File: config.mk
export PLATFORM = sky130hd
export DESIGN_NAME = sdiv_32_32
export DESIGN_NICKNAME = d
export VERILOG_FILES = /design/src/rtl/sdiv_32_32.sv
export SDC_FILE = /design/constraint.sdc
export NUM_CORES = 1
export LEC_CHECK = 0
export BUFFER_PORTS_ARGS = -buffer_cell sky130_fd_sc_hd__buf_2
export CAP_MARGIN = 20
export CORE_MARGIN = 2
export CORE_UTILIZATION = 25
export CTS_CLUSTER_SIZE = 20
export DETAILED_ROUTE_END_ITERATION = 10
export PLACE_DENSITY = 0.5
export SYNTH_ARGS = -nofsm -noshare
export SYNTH_HDL_FRONTEND = slang
export SYNTH_SLANG_ARGS = --single-unit
File: constraint.sdc
create_clock -name clk -period 4.5 [get_ports clk]
set_input_delay 0.45 -clock clk [delete_from_list [all_inputs] [get_ports clk]]
set_output_delay 0.45 -clock clk [all_outputs]
set_load 0.01 [all_outputs]
File: src/rtl/sdiv_32_32.sv
// Sequential 32-bit signed/unsigned divider.
// Operands arrive as 33-bit values (zero- or sign-extended), so one datapath
// covers both unsigned and signed division. The core is a restoring divider
// that runs one step per clock for 32 clocks. Signs are applied at the end.
// Divide by zero skips the iteration and returns all-ones with the dividend
// as the remainder.
module sdiv_32_32 (
  input  logic        clk,
  input  logic        rst_n,
  input  logic [32:0] ai,
  input  logic [32:0] bi,
  input  logic        req,
  output logic [31:0] q,
  output logic [31:0] rem,
  output logic        rdy
);

  typedef enum logic [1:0] {IDLE, CALC, FIX, DONE} state_t;

  state_t      state_q, state_d;
  logic [5:0]  cnt_q, cnt_d;
  logic [31:0] dvd_q, dvd_d;     // dividend bits leave at the top, quotient bits enter at the bottom
  logic [31:0] prem_q, prem_d;   // partial remainder; always below the divisor magnitude
  logic [31:0] bmag_q, bmag_d;
  logic [31:0] alo_q, alo_d;     // raw low dividend bits, used as the divide-by-zero remainder
  logic        negq_q, negq_d;
  logic        negr_q, negr_d;
  logic        divz_q, divz_d;
  logic [31:0] q_q, q_d;
  logic [31:0] rem_q, rem_d;
  logic        rdy_q, rdy_d;

  logic [31:0] a_mag, b_mag;
  logic [32:0] shifted;
  logic [31:0] sub;
  logic        qbit;
  logic        b_zero;

  // A magnitude is the low 32 bits of the operand, or of its negation when
  // the operand is negative. -2^31 gives 2^31, which still fits in 32 bits.
  assign a_mag  = ai[32] ? (~ai[31:0] + 32'd1) : ai[31:0];
  assign b_mag  = bi[32] ? (~bi[31:0] + 32'd1) : bi[31:0];
  assign b_zero = (bi == 33'd0);

  // The shift produces a 33-bit value. The compare is done at that width.
  // The difference is kept to 32 bits because it is always below the divisor.
  assign shifted = {prem_q, dvd_q[31]};
  assign qbit    = (shifted >= {1'b0, bmag_q});
  assign sub     = shifted[31:0] - bmag_q;

  // Register the state. Reset returns the FSM to IDLE.
  always_ff @(posedge clk) begin
    if (!rst_n) state_q <= IDLE;
    else        state_q <= state_d;
  end

  // Choose the next state. req is only looked at in IDLE.
  always_comb begin
    state_d = state_q;
    case (state_q)
      IDLE:    if (req) state_d = b_zero ? FIX : CALC;
      CALC:    if (cnt_q == 6'd31) state_d = FIX;
      FIX:     state_d = DONE;
      DONE:    state_d = IDLE;
      default: state_d = IDLE;
    endcase
  end

  // Compute the next datapath and output values. Every register holds
  // its value unless the current state changes it.
  always_comb begin
    cnt_d  = cnt_q;
    dvd_d  = dvd_q;
    prem_d = prem_q;
    bmag_d = bmag_q;
    alo_d  = alo_q;
    negq_d = negq_q;
    negr_d = negr_q;
    divz_d = divz_q;
    q_d    = q_q;
    rem_d  = rem_q;
    rdy_d  = 1'b0;
    case (state_q)
      IDLE: begin
        if (req) begin
          cnt_d  = 6'd0;
          dvd_d  = a_mag;
          prem_d = 32'd0;
          bmag_d = b_mag;
          alo_d  = ai[31:0];
          negq_d = ai[32] ^ bi[32];
          negr_d = ai[32];
          divz_d = b_zero;
        end
      end
      CALC: begin
        cnt_d  = cnt_q + 6'd1;
        prem_d = qbit ? sub : shifted[31:0];
        dvd_d  = {dvd_q[30:0], qbit};
      end
      FIX: begin
        rdy_d = 1'b1;
        if (divz_q) begin
          q_d   = 32'hFFFF_FFFF;
          rem_d = alo_q;
        end else begin
          q_d   = negq_q ? (~dvd_q + 32'd1) : dvd_q;
          rem_d = negr_q ? (~prem_q + 32'd1) : prem_q;
        end
      end
      default: ;
    endcase
  end

  // Register the datapath and outputs. Reset clears the counter and outputs.
  always_ff @(posedge clk) begin
    if (!rst_n) begin
      cnt_q  <= 6'd0;
      dvd_q  <= 32'd0;
      prem_q <= 32'd0;
      bmag_q <= 32'd0;
      alo_q  <= 32'd0;
      negq_q <= 1'b0;
      negr_q <= 1'b0;
      divz_q <= 1'b0;
      q_q    <= 32'd0;
      rem_q  <= 32'd0;
      rdy_q  <= 1'b0;
    end else begin
      cnt_q  <= cnt_d;
      dvd_q  <= dvd_d;
      prem_q <= prem_d;
      bmag_q <= bmag_d;
      alo_q  <= alo_d;
      negq_q <= negq_d;
      negr_q <= negr_d;
      divz_q <= divz_d;
      q_q    <= q_d;
      rem_q  <= rem_d;
      rdy_q  <= rdy_d;
    end
  end

  assign q   = q_q;
  assign rem = rem_q;
  assign rdy = rdy_q;

endmodule

==> impl_summary.txt, run 1 <==
----------------------------------------------------
[Outcome]
  Result of the run ... complete, no violations

[Logic synthesis]
  Mean Syn Cell Area ... about 8 um2
  EDFF count, synth ... 0
  Simple-gate share of the synthesized area ... between 10% and 20%
  Total of flip-flops plus latches after synthesis ... 204
  Fraction of the yosys area taken by sequential cells ... between 30% and 40%
  Largest family of logic cells by synthesized area ... compound AO/OA/AOI/OAI gates
  Summed instance area of the synthesized netlist ... 12630 um2
  Syn nets ... 1686
  Post-synthesis xor/xnor area fraction ... about a tenth
  Post-Synthesis Cells ... between 1.5k and 2k
  Portion of netlist area occupied by mux cells ... between 4 and 5%
  Share of flip-flops with an asynchronous set or reset after synthesis ... 0%
  Synth top area share ... between 30% and 40%
  Cell taking the most area after synthesis ... dfxtp_1
  Netlist cell types ... 65
  Post-synthesis adder-cell area fraction ... under 10%
  Most used DFF post-synth ... dfxtp_1
  Top area cells in the synthesized netlist ... dfxtp_1 32%, nand2_1 9.6%, xor2_1 5.9%
  Number of warning messages in the yosys log ... 0
  Synth Area in Compound Gates ... 24.86%

[Global route]
  Initial antenna violation count ... 1
  Overflow left after global routing ... 0
  Total routing resource utilization after global routing ... approximately 14%
  Maximum number of pins on one net before global-route repair ... between 90 and 100
  Vias in the first global route ... about 11k
  Wire length of the first global-routing pass ... 59950 um

[Worst setup path]
  Critical path, cell by cell ... inv_1 -> ha_1 -> inv_1 -> fa_1 -> a21o_1 -> nand3_1 -> a21oi_1 -> o21ai_0 -> a31oi_1 -> a221oi_1 -> o21bai_1 -> xor2_1 -> a221o_1
  Critical path type ... reg -> reg
  Maximum fanout along the worst path ... 3
  Crit path arrival time ... 3790 ps
  Nature of the critical path startpoint ... register
  Cell with the most instances on the worst path ... inv_1
  Library cell contributing the largest single delay on the critical path ... a221oi_1
  Largest stage delay on the critical path ... 480 ps
  Critical path capture point type ... register
  WP data required ... slightly below 5000 ps

[STA]
  Maximum operating frequency ... between 0.2 and 0.3 GHz
  Worst setup skew after layout ... 21.89 ps
  RSZ-0062 raised after global routing ... false
  Fin. Hold Viols ... 0
  Worst slew pin tran ... 1057 ps
  Min Clock Period, post-route ... 3356 ps
  Fraction of the cycle the final worst path needs ... 74.59%
  Slew Viols, Final ... 0
  Max_slew headroom ... 29.51%
  Setup tns final ... 0 ps
  Number of endpoints failing setup at the final stage ... 0
  Worst Setup Slack, final ... 1144 ps

[Place]
  Placement-stage worst setup slack ... between 1000 and 1500 ps
  I/O Buffers ... ~130
  Total placed cells including tap cells ... about 2.3k
  Dpl cell area ... between 10000 and 15000 um2
  HPWL Detailed ... 27900 um
  Placer's final routability congestion estimate ... around 0.85

[Finish]
  Summed area of non-filler cells in the final layout ... 14870 um2
  Area of the multi-input gates ... ~8000 um2
  Number of fill cells ... 5367
  Commonest cells after routing, fill and taps aside ... 324 x nand2_1, 203 x dfxtp_1, 132 x buf_2, 130 x o21ai_0, 85 x xor2_1
  Most frequent standard cell in the layout excluding fill and tap cells ... nand2_1
  Layout cell share with drive strength beyond 1 ... 14.92%
  Count of placed standard cells in the final layout, fillers left out ... about 2.3k
  Area overhead of the layout relative to synthesis ... 17.73%
  Flip-flop and latch area ... roughly 4000 um2
  # nets final ... roughly 1.8k

[Power and ir drop]
  Leakage Power ... ~6 nW
  Largest voltage drop on the vdd net ... between 300 and 400 uV
  Power density over the cells ... about 530 nW/um2

[Clock network]
  Root Buffer ... clkbuf_16
  Post-cts resize count ... 0
  Setup Fix Bufs, Post-CTS ... 0
  Hold buffer count at CTS ... 0
  CTS tree ... yes
  Number of buffers created by CTS ... 27
  Clock-pin slew on the worst setup and hold paths ... around 70 ps
  Clock Latency Late Sink ... approximately 550 ps
  Number of levels the H-tree was split into ... 1
  Number of buffers between clock root and the deepest sink ... 3
  Number of sinks driven by the clock tree ... between 200 and 250

[Hold path]
  Worst Hold Class ... in -> reg

[Route]
  Via count of the routed design ... between 10k and 15k
  Post-Route WL ... around 38000 um
  Vias per cell ... roughly 4.7
  Average routed wire per standard cell ... 16.11 um
  Post-route antenna net violation count ... 0
  DR DRC count ... 0
  Router iterations before antenna repair ... 5
  Number of violations reported at the end of detailed-routing iteration 0 ... between 700 and 800

[Die]
  Core Rows ... around 80
  Die Span X ... between 200 and 250 um
  Die outline area ... 52320 um2
  Number of placed I/O pins ... ~130
  Std-Cell Core Area ... 49970 um2
  Height of the die ... between 200 and 250 um
  Starting Density ... between 20% and 30%

[Job]
  Max-cap violations ... 0

----------------------------------------------------
-- worst max-delay path, delay by kind of cell, from the launching register on --
family	cells	cell delay, ps
adder cells (fa/ha/maj)	2	580
buffers and inverters	2	200
XOR/XNOR	1	160
AND/OR/NAND/NOR	1	110
AO/OA/AOI/OAI	7	1840
flip-flops	1	340
-- final timing paths --
| path | startpoint | endpoint | slack [ps] | cells after the start |
|---|---|---|---|---|
| max | dvd_q[31] | prem_q[28] | 1140 | 13 |
| min | ai[16] | alo_q[16] | 190 | 3 |
| min reg2reg | bmag_q[20] | bmag_q[20] | 470 | 2 |
| max reg2reg | dvd_q[31] | prem_q[28] | 1140 | 13 |
-- per-stage QoR --
step | total power [mW] | hold slack (ps) | util [%]
6_report | 7.893 | 191.0 | 29.75
5_1_grt | 8.453 | 189.6 | 29.75
4_1_cts | 7.971 | 158.3 | 29.72
3_5_place_dp | 5.628 | 462.8 | 27.81
3_3_place_gp | 5.595 | 455.7 | 27.81
2_1_floorplan | 4.716 | 441.0 | -
-- metal layers --
metal / track usage, % / share of wire (%)
met5: 0 / 0
met4: 3.043 / 2.0
met3: 1.821 / 4.6
met2: 22.06 / 43
met1: 20.45 / 50
-- kinds of logic after synthesis --
family                     after synthesis
buffers and inverters                  161
adders and majority gates               41
and+or+nand+nor                        525
DFF                                    204
xor gates and xnor gates               147
muxes                                   55
AOI/OAI and AO/OA                      443
-- power breakdown --
group | internal [mW] | switching (mW) | leakage [nW]
clock | 1.43 | 0.876 | 0.478
combinational | 1.21 | 1.89 | 4.03
sequential | 2.17 | 0.311 | 1.66
total | 4.81 | 3.08 | 6.18
-- Yosys cell counts, types with 18 or more instances --
| master | instances |
|---|---|
| a21boi_0 | 71 |
| nor2_1 | 28 |
| o221a_2 | 31 |
| or3_1 | 18 |
| o211ai_1 | 18 |
| xnor2_1 | 62 |
| xor2_1 | 85 |
| nand3_1 | 19 |
| o21ai_0 | 131 |
| dfxtp_1 | 204 |
| nand2_1 | 324 |
| inv_1 | 62 |
| nor3_1 | 18 |
| nor2b_1 | 40 |
| clkbuf_1 | 87 |
| mux2i_1 | 54 |
| a21o_1 | 20 |
| a21oi_1 | 45 |
| o211a_1 | 29 |
| ha_1 | 40 |
| o31ai_1 | 42 |
-- cell type report --
class / count / share of cell area [%]
sequential: 204 / 27.48
inverter: 62 / 1.566
tap: 672 / 5.656
multi-input combinational: 1211 / 53.51
clock buffer: 31 / 4.781
clock inverter: 19 / 1.633
antenna: 1 / 0.01683
timing repair buffer: 149 / 5.353
-- state kept, by name, indices dropped and copies added, names as in the netlist --
name,flops
q,32
bmag_q,32
alo_q,32
cnt_q,6
prem_q,32
rdy,1
state_q,2
negr_q,1
divz_q,1
dvd_q,32
negq_q,1
rem,32
(Power assumes the default switching activity.)
==> inputs of run 2 (changes only) <==
--- a/config.mk
+++ b/config.mk
@@ -5,13 +5,14 @@
 export SDC_FILE = /design/constraint.sdc
 export NUM_CORES = 1
 export LEC_CHECK = 0
+export ABC_AREA = 1
 export BUFFER_PORTS_ARGS = -buffer_cell sky130_fd_sc_hd__buf_2
 export CAP_MARGIN = 20
 export CORE_MARGIN = 2
 export CORE_UTILIZATION = 25
 export CTS_CLUSTER_SIZE = 20
 export DETAILED_ROUTE_END_ITERATION = 10
-export PLACE_DENSITY = 0.5
+export PLACE_DENSITY = 0.49
 export SYNTH_ARGS = -nofsm -noshare
 export SYNTH_HDL_FRONTEND = slang
 export SYNTH_SLANG_ARGS = --single-unit
==> constraint.sdc (replaced) <==
create_clock -name clk -period 3.25 [get_ports clk]
set_input_delay 0.325 -clock clk [delete_from_list [all_inputs] [get_ports clk]]
set_output_delay 0.325 -clock clk [all_outputs]
set_load 0.01 [all_outputs]
==> run 2 against run 1 <==
Effect of this change: clock power increased by 32%; area after synthesis increased by 14%; critical path type unchanged; highest routed layer unchanged; clock-buffer cell count increased by 9; first-iteration DRC count increased by 84%; register-to-register slack got worse by 520 ps; non-clock buffer count increased by 19; largest power group unchanged; worst setup slack got worse by 520 ps; die area increased by 14%; power increased by 60%; sequential power increased by 45%.
==> impl_summary.txt, run 2 <==
----------------------------------------------------
[Place]
  HPWL Detailed ... 44630 um (+60%)
  Placement-stage worst setup slack ... 600.2 ps (-405.7 ps)
  Placer's final routability congestion estimate ... 0.8839 (+4.4%)
  Dpl cell area ... 15830 um2 (+14%)
  I/O Buffers ... 133 (unchanged)
  Total placed cells including tap cells ... 3185 (+39%)

[Logic synthesis]
  Mean Syn Cell Area ... 6.098 um2 (-24%)
  Post-synthesis xor/xnor area fraction ... 3.709% (-6.5 points)
  Syn nets ... 2472 (+47%)
  Top-count cell post-synth ... nand2_1
  Cell taking the most area after synthesis ... dfxtp_1
  Portion of netlist area occupied by mux cells ... 0% (-4.4 points)
  EDFF count, synth ... 0 (unchanged)
  Synth top area share ... 28.36% (-4.0 points)
  Number of warning messages in the yosys log ... 0 (unchanged)
  Largest family of logic cells by synthesized area ... simple AND/OR/NAND/NOR gates
  Leading cell types by count after synthesis ... 634 x nand2_1, 335 x inv_1, 244 x a21oi_1
  Netlist cell types ... 49 (-25%)
  Post-synthesis adder-cell area fraction ... 3.614% (-0.51 points)
  Most used DFF post-synth ... dfxtp_1
  Top area cells in the synthesized netlist ... dfxtp_1 28%, nand2_1 17%, inv_1 8.7%
  Simple-gate share of the synthesized area ... 33.52% (+14 points)
  Fraction of the yosys area taken by sequential cells ... 28.36% (-4.0 points)
  Synth Area in Compound Gates ... 18.56% (-6.3 points)
  Total of flip-flops plus latches after synthesis ... 204 (unchanged)
  Summed instance area of the synthesized netlist ... 14400 um2 (+14%)
  Post-Synthesis Cells ... 2362 (+50%)
  Share of flip-flops with an asynchronous set or reset after synthesis ... 0% (unchanged)

[Global route]
  Overflow left after global routing ... 0 (unchanged)
  Met1 usage in global routing ... 26.74% (+6.3 points)
  Total routing resource utilization after global routing ... 18.41% (+4.3 points)
  Routing layer with the top usage in global route ... met2
  Met3 track utilization from global routing ... 1.668% (-0.15 points)
  Vias in the first global route ... 14.90k (+41%)
  Global-route track usage on met2 ... 29.11% (+7.0 points)
  Initial antenna violation count ... 0 (-1)
  Maximum number of pins on one net before global-route repair ... 50 (-48%)
  Wire length of the first global-routing pass ... 86680 um (+45%)

[Worst setup path]
  Critical path type ... reg -> reg
  WP data required ... 3690 ps (-1240 ps)
  Worst flop-to-flop path startpoint ... prem_q[14]
  Crit path arrival time ... 3070 ps (-720 ps)
  Largest stage delay on the critical path ... 530 ps (+50 ps)
  Nature of the critical path startpoint ... register
  Cell with the most instances on the worst path ... nand2_1
  Critical path capture point type ... register
  Destination of the worst register-to-register timing path ... prem_q[8]
  Maximum fanout along the worst path ... 19 (+16)
  Worst reg2reg setup slack ... 620 ps (-520 ps)
  Library cell contributing the largest single delay on the critical path ... dfxtp_1
  Worst reg2reg path depth ... 14 (+1)
  Critical path, cell by cell ... ha_1 -> nand2_1 -> inv_1 -> nand2_1 -> nand2_1 -> inv_1 -> nand2_1 -> inv_1 -> nand2_4 -> nand2_4 -> buf_4 -> nand3b_1 -> nand3_1 -> a21oi_1

[STA]
  Max_slew headroom ... 42.26% (+13 points)
  Number of endpoints failing setup at the final stage ... 0 (unchanged)
  Worst setup skew after layout ... 24.69 ps (+2.806 ps)
  Fin. Hold Viols ... 0 (unchanged)
  Setup tns final ... 0 ps (unchanged)
  Fraction of the cycle the final worst path needs ... 80.88% (+6.3 points)
  Worst slew pin tran ... 857.1 ps (-200.3 ps)
  Slew Viols, Final ... 0 (unchanged)
  Maximum operating frequency ... 0.3804 GHz (+28%)
  Worst Setup Slack, final ... 621.3 ps (-522.3 ps)
  Min Clock Period, post-route ... 2629 ps (-727.7 ps)
  RSZ-0062 raised after global routing ... false
  Worst-case hold slack ... 64.94 ps (-126.1 ps)

[Route]
  Post-route antenna net violation count ... 0 (unchanged)
  Average routed wire per standard cell ... 17.30 um (+7.4%)
  Vias per cell ... 4.814 (+1.8%)
  Via count of the routed design ... 15.57k (+40%)
  DR DRC count ... 0 (unchanged)
  Router iterations before antenna repair ... 5 (unchanged)
  Number of violations reported at the end of detailed-routing iteration 0 ... 1319 (+84%)
  Post-Route WL ... 55980 um (+48%)

[Outcome]
  Result of the run ... complete, no violations

[Finish]
  Flip-flop and latch area ... 4084 um2 (about the same)
  Count of placed standard cells in the final layout, fillers left out ... 3235 (+38%)
  Most frequent standard cell in the layout excluding fill and tap cells ... nand2_1
  Count of antenna diodes in the layout ... 0 (-1)
  Number of fill cells ... 6386 (+19%)
  Area overhead of the layout relative to synthesis ... 16.15%
  Commonest cells after routing, fill and taps aside ... 634 x nand2_1, 335 x inv_1, 244 x a21oi_1, 204 x dfxtp_1, 195 x nor2_1
  Summed area of non-filler cells in the final layout ... 16730 um2 (+13%)
  Layout cell share with drive strength beyond 1 ... 10.69% (-4.2 points)
  Area of the multi-input gates ... 8564 um2 (+7.7%)
  # nets final ... 2569 (+46%)

[Clock network]
  Clock-pin slew on the worst setup and hold paths ... 60 ps (about the same)
  Setup Fix Bufs, Post-CTS ... 0 (unchanged)
  Post-cts resize count ... 0 (unchanged)
  Number of buffers between clock root and the deepest sink ... 3 (unchanged)
  Number of levels the H-tree was split into ... 1 (unchanged)
  CTS tree ... yes
  Root Buffer ... clkbuf_16
  Clock Latency Late Sink ... 580 ps (+30 ps)
  Number of sinks driven by the clock tree ... 204 (unchanged)
  Hold buffer count at CTS ... 0 (unchanged)
  Number of buffers created by CTS ... 28 (+3.7%)

[Die]
  Number of placed I/O pins ... 134 (unchanged)
  Die Span X ... 244.0 um (+6.7%)
  Height of the die ... 244.0 um (+6.7%)
  Std-Cell Core Area ... 56710 um2 (+14%)
  Core Rows ... 87 (+6.1%)
  Starting Density ... 25.40% (+0.12 points)
  Die outline area ... 59550 um2 (+14%)

[Job]
  Max-cap violations ... 0 (unchanged)

[Power and ir drop]
  Largest voltage drop on the vdd net ... 441.6 uV (+20%)
  Power density over the cells ... 754.3 nW/um2 (+42%)
  Leakage Power ... 8.152 nW (+32%)

[Hold path]
  Hold path startpoint ... ai[7]
  Worst Hold Class ... in -> reg
  Min-Delay Endpoint ... alo_q[7]
  Hold path cells ... 3 (unchanged)

----------------------------------------------------
## run 2: through the flow
step	util (%)	total power [mW]
global placement	27.91	9.591
detailed placement	27.91	9.604
CTS	29.50	12.71
floorplan	-	7.598
finish	29.50	12.62
global route	29.50	13.59
## run 2: worst max path at each step
stage / startpoint / to / cells past startpoint
final: prem_q[14] / prem_q[8] / 14
after global routing: prem_q[14] / prem_q[4] / 14
after CTS: prem_q[14] / prem_q[8] / 14
after detailed placement: prem_q[14] / prem_q[8] / 14
after global placement: prem_q[14] / prem_q[3] / 14
after floorplan: dvd_q[31] / prem_q[24] / 15
## run 2: cell type report
type,count,share of cell area [%]
Timing Repair Buffer,168,5.625
Clock buffer,40,4.577
Sequential cell,204,24.41
Clock inverter,10,0.8078
Tap cell,756,5.654
Multi-Input combinational cell,1713,51.20
Inverter,344,7.726
## run 2: kinds of logic after synthesis
group | count (synthesis)
AOI/OAI and AO/OA | 492
DFF | 204
buffers and inverters | 445
and+or+nand+nor | 1119
adders and majority gates | 41
xor gates and xnor gates | 61
## run 2: power breakdown
group | internal (mW) | switching [mW]
sequential | 3.14 | 0.456
combinational | 1.85 | 4.14
clock | 1.80 | 1.24
total | 6.78 | 5.83
## run 2: worst max-delay path: cells and delay by family (launching register included)
family,cells,cell delay [ps]
and+or+nand+nor,8,930
buffers and inverters,4,600
DFF,1,530
adders and majority gates,1,370
AOI/OAI and AO/OA,1,60
## run 2: metal layers
| layer | wire (um) | part of all wire, % |
|---|---|---|
| met4 | 1163 | 2.1 |
| met5 | 0 | 0 |
| met3 | 2422 | 4.3 |
| met2 | 24620 | 44 |
| met1 | 27770 | 50 |
